==> src/rtl/fifo_pkg.sv <==
// rtl/fifo_pkg.sv - shared constants and helpers for the FIFO read-side packer
// Purpose: byte width, default output word size and the byte-keep mask helper.
// Ports: none (package).
package fifo_pkg;

  localparam int BYTE_W        = 8;
  localparam int OUT_BYTES_DEF = 4;
  localparam int MAX_OUT_BYTES = 8;

  // Mask with the low 'cnt' bits set; callers truncate to their word size.
  function automatic logic [MAX_OUT_BYTES-1:0] keep_mask(input int unsigned cnt);
    logic [MAX_OUT_BYTES:0] m;
    m = ((MAX_OUT_BYTES + 1)'(1) << cnt) - (MAX_OUT_BYTES + 1)'(1);
    return m[MAX_OUT_BYTES-1:0];
  endfunction

endpackage

==> src/rtl/fifo_rd_packer.sv <==
// rtl/fifo_rd_packer.sv - pops bytes from the async FIFO read port and packs them into words
// Purpose: read-domain consumer that packs OUT_BYTES bytes little-endian into one
//          valid/ready word; a flush request emits a trailing partial word with keep mask.
// Ports:
//   rd_clk      read-domain clock
//   rst         synchronous active-high reset
//   fifo_empty  FIFO empty flag
//   fifo_data   FIFO read data, valid the cycle after a pop
//   fifo_rd     FIFO pop strobe
//   flush       one-cycle request to emit any partial word
//   out_data    packed word, byte 0 = first popped byte
//   out_keep    per-byte valid mask
//   out_valid   output word valid
//   out_ready   downstream accept
//   flush_busy  flush in progress
module fifo_rd_packer
  import fifo_pkg::*;
#(
  parameter int OUT_BYTES = OUT_BYTES_DEF,
  parameter int CNT_W     = $clog2(OUT_BYTES + 1)
) (
  input  logic                        rd_clk,
  input  logic                        rst,
  input  logic                        fifo_empty,
  input  logic [BYTE_W-1:0]           fifo_data,
  output logic                        fifo_rd,
  input  logic                        flush,
  output logic [BYTE_W*OUT_BYTES-1:0] out_data,
  output logic [OUT_BYTES-1:0]        out_keep,
  output logic                        out_valid,
  input  logic                        out_ready,
  output logic                        flush_busy
);

  localparam logic [CNT_W-1:0] FULL = CNT_W'(OUT_BYTES);

  logic [CNT_W-1:0]  cnt;
  logic              inflight;
  logic              flush_pend;
  logic [BYTE_W-1:0] acc [OUT_BYTES];

  logic              full;
  logic              load;
  logic [CNT_W-1:0]  occ;
  logic [CNT_W-1:0]  wr_idx;

  always_comb begin
    full   = (cnt == FULL);
    // Bytes held plus the byte arriving this cycle; never exceeds OUT_BYTES.
    occ    = cnt + CNT_W'(inflight);
    load   = (full || (flush_pend && !inflight && cnt != '0)) && (!out_valid || out_ready);
    // A full accumulator that empties this cycle frees room for one more pop,
    // which is what sustains OUT_BYTES bytes per OUT_BYTES+1 cycles.
    fifo_rd = !rst && !fifo_empty && !flush_pend && ((occ < FULL) || (full && load));
    // A byte landing in the same cycle as a load starts the next word.
    wr_idx = load ? '0 : cnt;
  end

  always_ff @(posedge rd_clk) begin
    if (rst) begin
      cnt        <= '0;
      inflight   <= 1'b0;
      flush_pend <= 1'b0;
      out_valid  <= 1'b0;
      out_data   <= '0;
      out_keep   <= '0;
    end else begin
      if (load) begin
        for (int i = 0; i < OUT_BYTES; i++) begin
          out_data[i*BYTE_W +: BYTE_W] <= (CNT_W'(i) < cnt) ? acc[i] : '0;
        end
        out_keep  <= OUT_BYTES'(keep_mask(32'(cnt)));
        out_valid <= 1'b1;
      end else if (out_valid && out_ready) begin
        out_valid <= 1'b0;
      end

      for (int i = 0; i < OUT_BYTES; i++) begin
        if (inflight && wr_idx == CNT_W'(i)) begin
          acc[i] <= fifo_data;
        end
      end

      if (load) begin
        cnt <= CNT_W'(inflight);
      end else if (inflight) begin
        cnt <= cnt + CNT_W'(1);
      end

      inflight <= fifo_rd;

      // A second flush while one is pending has no effect.
      if (flush_pend) begin
        if (load || (!inflight && cnt == '0)) begin
          flush_pend <= 1'b0;
        end
      end else if (flush) begin
        flush_pend <= 1'b1;
      end
    end
  end

  assign flush_busy = flush_pend;

endmodule

==> config.mk <==
export PLATFORM = sky130hd
export DESIGN_NAME = fifo_rd_packer
export DESIGN_NICKNAME = d
export VERILOG_FILES = /design/src/rtl/fifo_pkg.sv /design/src/rtl/fifo_rd_packer.sv
export SDC_FILE = /design/constraint.sdc
export NUM_CORES = 1
export LEC_CHECK = 0
export ABC_AREA = 1
export CORE_MARGIN = 8
export CORE_UTILIZATION = 30
export DETAILED_ROUTE_END_ITERATION = 8
export PLACE_DENSITY = 0.51
export RECOVER_POWER = 100
export SLEW_MARGIN = 20
export SYNTH_ARGS = -nofsm -noshare
export SYNTH_HDL_FRONTEND = slang
export SYNTH_SLANG_ARGS = --single-unit
==> constraint.sdc <==
create_clock -name rd_clk -period 2.7 [get_ports rd_clk]
set_input_delay 0.405 -clock rd_clk [delete_from_list [all_inputs] [get_ports rd_clk]]
set_output_delay 0.405 -clock rd_clk [all_outputs]
set_load 0.05 [all_outputs]
==> Yosys cells after proc, flatten, opt, wreduce, memory -nomap -nowiden <==
Memory sizes are Yosys's and may differ from the RTL's. A register that Yosys moved wholly into a read port is not among the register bits.
Index checks and enable logic that the tools add are counted.
{ "classes": {"n_addsub": 3, "mul": 0, "div": 0, "magnitude_cmp": 5, "n_eq_ne": 4, "shifts": 1, "muxes": 33, "n_bitwise": 0, "reduce_logical": 31} }
{ "ops": {"columns": ["cell", "count"], "rows": [
  ["8-bit 2-to-1 mux", 7],
  ["8-bit OR reduction", 3],
  ["1-bit 2-to-1 mux", 22],
  ["1-bit logical AND", 13],
  ["3-bit by 2-bit == test with 1-bit output, second input constant", 2],
  ["3-bit zero test", 2],
  ["1-bit by 3-bit less-than comparator with 1-bit output, first input constant", 2],
  ["2-bit by 3-bit less-than comparator with 1-bit output, first input constant", 2],
  ["2-bit 2-to-1 mux", 3],
  ["1-bit zero test", 5],
  ["1-bit logical OR", 4],
  ["2-bit nonzero test", 2],
  ["1-bit by 3-bit left shift with 4-bit output, first input constant", 1],
  ["4-bit by 2-bit subtractor with 4-bit output, second input constant", 1],
  ["3-bit by 1-bit adder with 3-bit output", 1],
  ["3-bit by 1-bit adder with 3-bit output, second input constant", 1],
  ["3-bit by 1-bit == test with 1-bit output, second input constant", 1],
  ["3-bit == test, second input constant", 1],
  ["3-bit less-than comparator, second input constant", 1],
  ["3-bit 2-to-1 mux", 1],
  ["3-bit nonzero test", 1],
  ["2-bit OR reduction", 1]
]} }
{ "word_totals": {"register_bits": 42, "latch_bits": 0, "mem_bits_rw": 32, "rom_bits": 0, "inputBits": 13, "memories": 1} }
{ "memory_table": {"columns": ["name", "words", "word_bits", "rd", "rd_clocked_by_memory_dff", "write_ports", "line", "rtl"], "rows": [
  ["acc", 4, 8, 4, 1, 1, "fifo_rd_packer.sv:40", "logic [BYTE_W-1:0] acc [OUT_BYTES];"]
]} }

==> Longest topological paths before layout <==
{ "logic_depth": {"word_depth": 15, "ltp_mapped": 10} }

==> Worst setup path before layout <==
OpenSTA, ideal clock, no wires.
{ "synth_timing": {"path_kind": "reg2reg", "start": "reg cnt[0]", "end": "mem acc[1][0], enable pin", "setup_time_ns": 0.383, "arrival_ns": 1.679, "t_required_ns": 2.317, "setup_slack_ns": 0.638, "path_stages_with_launch": 8, "n_path_buf": 0, "path_cell_list": "dfxtp_1 > inv_1 > ha_1 > inv_1 > nand2_2 > nand3_4 > nand2_1 > nor3_1"} }
{ "synth_between": {"elab_chain_len": 14, "elab_cells_between_ends": 35} }
{ "synth_lines": {"columns": ["element", "line", "rtl"], "rows": [
  ["from (decl)", "fifo_rd_packer.sv:37", "logic [CNT_W-1:0] cnt;"],
  ["from (signal assigned)", "fifo_rd_packer.sv:85", "cnt <= CNT_W'(inflight);"],
  ["from (signal assigned)", "fifo_rd_packer.sv:87", "cnt <= cnt + CNT_W'(1);"],
  ["3-bit nonzero test", "fifo_rd_packer.sv:51", "load = (full || (flush_pend && !inflight && cnt != '0)) && (!out_valid || out_ready);"],
  ["1-bit logical AND", "fifo_rd_packer.sv:51", null],
  ["1-bit logical OR", "fifo_rd_packer.sv:51", null],
  ["1-bit logical AND", "fifo_rd_packer.sv:51", null],
  ["3-bit 2-to-1 mux (*)", "fifo_rd_packer.sv:56", "wr_idx = load ? '0 : cnt;"],
  ["3-bit by 1-bit == test with 1-bit output", "fifo_rd_packer.sv:79", "if (inflight && wr_idx == CNT_W'(i)) begin"],
  ["1-bit logical AND", "fifo_rd_packer.sv:79", null],
  ["1-bit 2-to-1 mux", "fifo_rd_packer.sv:79", null],
  ["1-bit 2-to-1 mux", "fifo_rd_packer.sv:60", "if (rst) begin"],
  ["1-bit 2-to-1 mux (not written as such)", "fifo_rd_packer.sv:80", "acc[i] <= fifo_data;"],
  ["8-bit OR reduction (no source line)", null, null],
  ["2-bit 2-to-1 mux (no source line) or 1-bit 2-to-1 mux (tied branches) (3 in a row)", null, null],
  ["to (decl)", "fifo_rd_packer.sv:40", null]
]} }
Every way passes the cells marked *; elsewhere a longest branch is shown, timed or not.

==> Final worst setup path <==
{ "layout_timing": {"start": "reg cnt[2]", "end": "reg out_data[28]"} }
{ "layout_between": {"elab_chain_len": 4, "elab_cells_between_ends": 7} }
{ "layout_lines": {"columns": ["element", "line", "rtl"], "rows": [
  ["branches (longest 4 deep; another with 2-bit by 3-bit less-than comparator with 1-bit output)", null, null],
  ["to (signal, indexed assignment)", "fifo_rd_packer.sv:70", "out_data[i*BYTE_W +: BYTE_W] <= (CNT_W'(i) < cnt) ? acc[i] : '0;"],
  ["to (decl)", "fifo_rd_packer.sv:28", "output logic [BYTE_W*OUT_BYTES-1:0] out_data,"]
]} }
Parallel ways; which one is timed is not known.
A chain may end at the register's enable or synchronous reset.

==> report_table.html <==
<table>
<tr><th>Metric</th><th>Value</th></tr>
<tr><th colspan="2">Run status</th></tr>
<tr><td>Outcome</td><td>finished clean</td></tr>
<tr><th colspan="2">Clocking</th></tr>
<tr><td>Clock sink count</td><td>74</td></tr>
<tr><td>Clock Tree Buf Depth</td><td>2</td></tr>
<tr><td>H-tree Lvls</td><td>3</td></tr>
<tr><td>Clock latency at the later pin of the worst-skew pair</td><td>0.34 ns</td></tr>
<tr><td>TritonCTS clock tree</td><td>yes</td></tr>
<tr><td>Clock-pin slew on the worst setup and hold paths</td><td>~0.080 ns</td></tr>
<tr><td>TritonCTS Buffers</td><td>9</td></tr>
<tr><td>Buffers inserted by post-CTS timing repair</td><td>0</td></tr>
<tr><td>Gates resized, CTS repair</td><td>0</td></tr>
<tr><td>CTS Root Cell</td><td>sky130_fd_sc_hd__clkbuf_8</td></tr>
<tr><td>Hold buffer count at CTS</td><td>0</td></tr>
<tr><th colspan="2">Floorplanning</th></tr>
<tr><td>FP Rows</td><td>34</td></tr>
<tr><td>Area enclosed by the die boundary</td><td>12200 sq um</td></tr>
<tr><td>Die X-Extent</td><td>between 100 and 150 um</td></tr>
<tr><td>Top-level port count</td><td>52</td></tr>
<tr><td>Area of the core</td><td>8680 sq um</td></tr>
<tr><td>Height of the chip</td><td>around 110 um</td></tr>
<tr><td>Initial Utilization</td><td>30.7%</td></tr>
<tr><th colspan="2">Detailed routing</th></tr>
<tr><td>Wire length on met1</td><td>between 2 and 3 mm</td></tr>
<tr><td>Highest Signal Layer</td><td>met4</td></tr>
<tr><td>Routed wl met2</td><td>2.52 mm</td></tr>
<tr><td>Detailed-route wire length per cell</td><td>13.1 um</td></tr>
<tr><td>Wirelength, routed</td><td>5.61 mm</td></tr>
<tr><td>Met3 WL post-DR</td><td>approximately 360 um</td></tr>
<tr><td>Total number of vias</td><td>between 1500 and 2000</td></tr>
<tr><td>TritonRoute pass-1 iters</td><td>4</td></tr>
<tr><td>ANT nets after route</td><td>0</td></tr>
<tr><td>DRT iter0 DRCs</td><td>between 80 and 90</td></tr>
<tr><td>DRC violation count after routing</td><td>0</td></tr>
<tr><td>Number of vias per cell after detailed routing</td><td>4.35</td></tr>
<tr><th colspan="2">Worst setup path</th></tr>
<tr><td>Classification of the worst setup path</td><td>flip-flop to flip-flop</td></tr>
<tr><td>Cell repeated most along the worst path</td><td>sky130_fd_sc_hd__nand2_1</td></tr>
<tr><td>Crit start category</td><td>flip-flop</td></tr>
<tr><td>Delay of the slowest critical-path stage</td><td>about 0.64 ns</td></tr>
<tr><td>Critical path's slowest cell</td><td>sky130_fd_sc_hd__dfxtp_1</td></tr>
<tr><td>Ordered cell list for the critical path</td><td>inv_1, nand2_1, nand3_4, nand2_1, inv_2, nand2_1, nand2_1</td></tr>
<tr><td>Endpoint class of the critical path</td><td>flip-flop</td></tr>
<tr><td>Number of cell instances on the worst register-to-register path</td><td>7</td></tr>
<tr><td>Worst Path Arrival</td><td>between 2 and 2.5 ns</td></tr>
<tr><td>Data required, critical path</td><td>around 2.9 ns</td></tr>
<tr><td>Highest fanout seen on the critical path</td><td>34</td></tr>
<tr><th colspan="2">Yosys</th></tr>
<tr><td>Count of synthesis-stage warnings from yosys</td><td>0</td></tr>
<tr><td>Average cell area after synthesis</td><td>10.4 sq um</td></tr>
<tr><td>Net count of the mapped netlist</td><td>275</td></tr>
<tr><td>Distinct cell type count after synthesis</td><td>21</td></tr>
<tr><td>Post-synthesis cell type with the largest combined area</td><td>sky130_fd_sc_hd__edfxtp_1</td></tr>
<tr><td>Share of the synthesized area in the top cell type</td><td>36.1%</td></tr>
<tr><td>Combined area of all synthesized cells</td><td>2670 sq um</td></tr>
<tr><td>Top cells by area in the synthesized netlist</td><td>sky130_fd_sc_hd__edfxtp_1 36%, sky130_fd_sc_hd__dfxtp_1 32%, sky130_fd_sc_hd__nand2_1 14%</td></tr>
<tr><td>Synth Instances</td><td>about 260</td></tr>
<tr><td>Seq cells post-synth</td><td>74</td></tr>
<tr><td>Post-synthesis sequential area ratio</td><td>approximately 68%</td></tr>
<tr><th colspan="2">Global routing</th></tr>
<tr><td>Global route total overflow</td><td>0</td></tr>
<tr><td>Via count of the first global-routing pass</td><td>~1900</td></tr>
<tr><td>Antenna violations before repair</td><td>0</td></tr>
<tr><td>GR Util All Layers</td><td>10.1%</td></tr>
<tr><td>First-pass GRT wire length</td><td>about 9.3 mm</td></tr>
<tr><td>Pin count of the biggest net entering global routing</td><td>35</td></tr>
<tr><th colspan="2">Cells and area</th></tr>
<tr><td>Net total in the final layout</td><td>336</td></tr>
<tr><td>Register cell area after layout</td><td>1800 sq um</td></tr>
<tr><td>Area Overhead vs Synth</td><td>31.7%</td></tr>
<tr><td>Core occupancy in the finished layout</td><td>roughly 40%</td></tr>
<tr><td>Layout Cell Area excl Fill</td><td>3510 sq um</td></tr>
<tr><td>Combined area of the multi-input logic cells</td><td>about 740 sq um</td></tr>
<tr><td>Inserted Diodes</td><td>0</td></tr>
<tr><td>Number of filler instances in the final layout</td><td>about 880</td></tr>
<tr><td>Share of cells above drive strength 1</td><td>under 10%</td></tr>
<tr><th colspan="2">Placed design</th></tr>
<tr><td>Half-perimeter wire length of the detailed placement result</td><td>4.08 mm</td></tr>
<tr><td>Worst setup timing slack at the placement stage</td><td>0.669 ns</td></tr>
<tr><td>Cell area reported after detailed placement</td><td>around 3300 sq um</td></tr>
<tr><td>Port Buffer Count</td><td>51</td></tr>
<tr><td>Weighted congestion reported at the end of routability-driven placement</td><td>0.778</td></tr>
<tr><th colspan="2">Timing</th></tr>
<tr><td>Setup slack of the critical path after layout</td><td>between 0.5 and 0.6 ns</td></tr>
<tr><td>Setup violations, final</td><td>0</td></tr>
<tr><td>Post-route clock period utilization</td><td>78.2%</td></tr>
<tr><td>Final number of hold-violating endpoints</td><td>0</td></tr>
<tr><td>Max Transition Viols Final</td><td>0</td></tr>
<tr><td>Headroom to the max-slew limit</td><td>59.4%</td></tr>
<tr><td>Setup repair after global routing missed its margin</td><td>false</td></tr>
<tr><td>Upper clock frequency limit</td><td>approximately 0.47 GHz</td></tr>
<tr><td>Worst Skew</td><td>roughly 0.0057 ns</td></tr>
<tr><td>Transition at the pin with the smallest max-transition slack</td><td>0.609 ns</td></tr>
<tr><td>Summed negative setup slack over all endpoints</td><td>0 ns</td></tr>
<tr><td>Min cycle time layout</td><td>2.11 ns</td></tr>
<tr><th colspan="2">Run</th></tr>
<tr><td>Number of max-cap violations</td><td>0</td></tr>
<tr><th colspan="2">Power</th></tr>
<tr><td>Total design power</td><td>around 0.0024 W</td></tr>
<tr><td>LEAKAGE</td><td>1.57 nW</td></tr>
<tr><td>Worst-case vdd ir drop</td><td>roughly 280 uV</td></tr>
<tr><td>Pwr dens</td><td>678 nW/um^2</td></tr>
<tr><th colspan="2">Hold path</th></tr>
<tr><td>Class of the worst hold path</td><td>flip-flop to flip-flop</td></tr>
<tr><td>Instance count along the most critical hold path</td><td>2</td></tr>
</table>
metal layers:
metal / track usage [%] / up-vias
met5: 0 / -
met4: 6.28 / 0
met3: 2.67 / 9
met2: 14.7 / 54
met1: 13.1 / 850
li1: - / 959
final cells by class:
type                       instances  area share (%)
sequential                        74            51.3
multi-input combinational        161            21.2
timing repair buffer              57            15.4
clock buffer                      11            4.31
tap                              108            3.85
clock inverter                     5            2.42
inverter                          14            1.50
path summary, 6_finish.rpt:
kind                     from            to  slack [ns]
setup reg to reg       cnt[2]  out_data[28]        0.59
setup / recovery       cnt[2]  out_data[28]        0.59
hold reg to reg   out_data[4]   out_data[4]        0.45
hold / removal    out_data[4]   out_data[4]        0.45
critical path, delay by kind of cell (launching register included):
family / cells / cell delay (ns)
buf+inv: 2 / 0.52
flops: 1 / 0.64
simple gates: 5 / 0.83
cell usage in the layout, fill, tap and decap left out:
cell type / n
sky130_fd_sc_hd__nor2_4: 1
sky130_fd_sc_hd__nand3_4: 1
sky130_fd_sc_hd__inv_6: 1
sky130_fd_sc_hd__dfxtp_1: 42
sky130_fd_sc_hd__o21ai_0: 5
sky130_fd_sc_hd__clkbuf_1: 3
sky130_fd_sc_hd__clkbuf_8: 11
sky130_fd_sc_hd__nor4_1: 1
sky130_fd_sc_hd__nor2_1: 9
sky130_fd_sc_hd__ha_1: 6
sky130_fd_sc_hd__bufinv_16: 2
sky130_fd_sc_hd__nand3_1: 30
sky130_fd_sc_hd__buf_4: 4
sky130_fd_sc_hd__a21oi_1: 5
sky130_fd_sc_hd__edfxtp_1: 32
sky130_fd_sc_hd__xnor2_1: 1
sky130_fd_sc_hd__clkdlybuf4s50_1: 3
sky130_fd_sc_hd__nand2_2: 1
sky130_fd_sc_hd__clkinvlp_4: 1
sky130_fd_sc_hd__or2_2: 1
sky130_fd_sc_hd__inv_1: 12
sky130_fd_sc_hd__inv_2: 2
sky130_fd_sc_hd__nor3_1: 2
sky130_fd_sc_hd__dlygate4sd3_1: 47
sky130_fd_sc_hd__nand2_1: 98
sky130_fd_sc_hd__clkinv_4: 1
metrics by stage:
step | instances | hold slack, ns
global placement | 414 | 0.429
global route | 430 | 0.465
floorplan | 256 | 0.419
CTS | 430 | 0.450
detailed placement | 414 | 0.433
finish | 430 | 0.445
state kept, by name (all words and copies together) (netlist names):
| name | flops |
|---|---|
| out_data | 32 |
| acc | 32 |
| flush_busy | 1 |
| out_valid | 1 |
| inflight | 1 |
| cnt | 3 |
| out_keep | 4 |
Yosys cell counts:
library cell and instances:
sky130_fd_sc_hd__nor3_1 2, sky130_fd_sc_hd__xnor2_1 1, sky130_fd_sc_hd__o21ai_0 5, sky130_fd_sc_hd__dfxtp_1 42
sky130_fd_sc_hd__nand3_1 30, sky130_fd_sc_hd__a21oi_1 5, sky130_fd_sc_hd__nand3_4 1, sky130_fd_sc_hd__nand2_4 2
sky130_fd_sc_hd__nor4_1 1, sky130_fd_sc_hd__nor2_4 1, sky130_fd_sc_hd__inv_4 1, sky130_fd_sc_hd__nand2_1 96
sky130_fd_sc_hd__nor2_1 9, sky130_fd_sc_hd__buf_2 1, sky130_fd_sc_hd__buf_4 6, sky130_fd_sc_hd__ha_1 6
sky130_fd_sc_hd__edfxtp_1 32, sky130_fd_sc_hd__inv_2 2, sky130_fd_sc_hd__inv_1 11, sky130_fd_sc_hd__nand2_2 1
sky130_fd_sc_hd__or2_2 1
where the power goes:
group | internal (W) | total, W | switching, W
clock network | 0.000576 | 0.000988 | 0.000412
registers | 0.00119 | 0.00120 | 0.0000127
logic | 0.0000580 | 0.000191 | 0.000133
total | 0.00182 | 0.00238 | 0.000557
kinds of logic (layout without fill, tap and decap cells):
| kind of cell | count (synthesis) | in the layout | synth area share [%] |
|---|---|---|---|
| buf+inv | 21 | 87 | 3.94 |
| fa+ha+maj | 6 | 6 | 2.82 |
| flops | 74 | 74 | 67.6 |
| xor+xnor | 1 | 1 | 0.329 |
| simple gates | 144 | 144 | 23.4 |
| compound gates | 10 | 10 | 1.88 |
No activity file was read; power rests on OpenSTA's default activity.
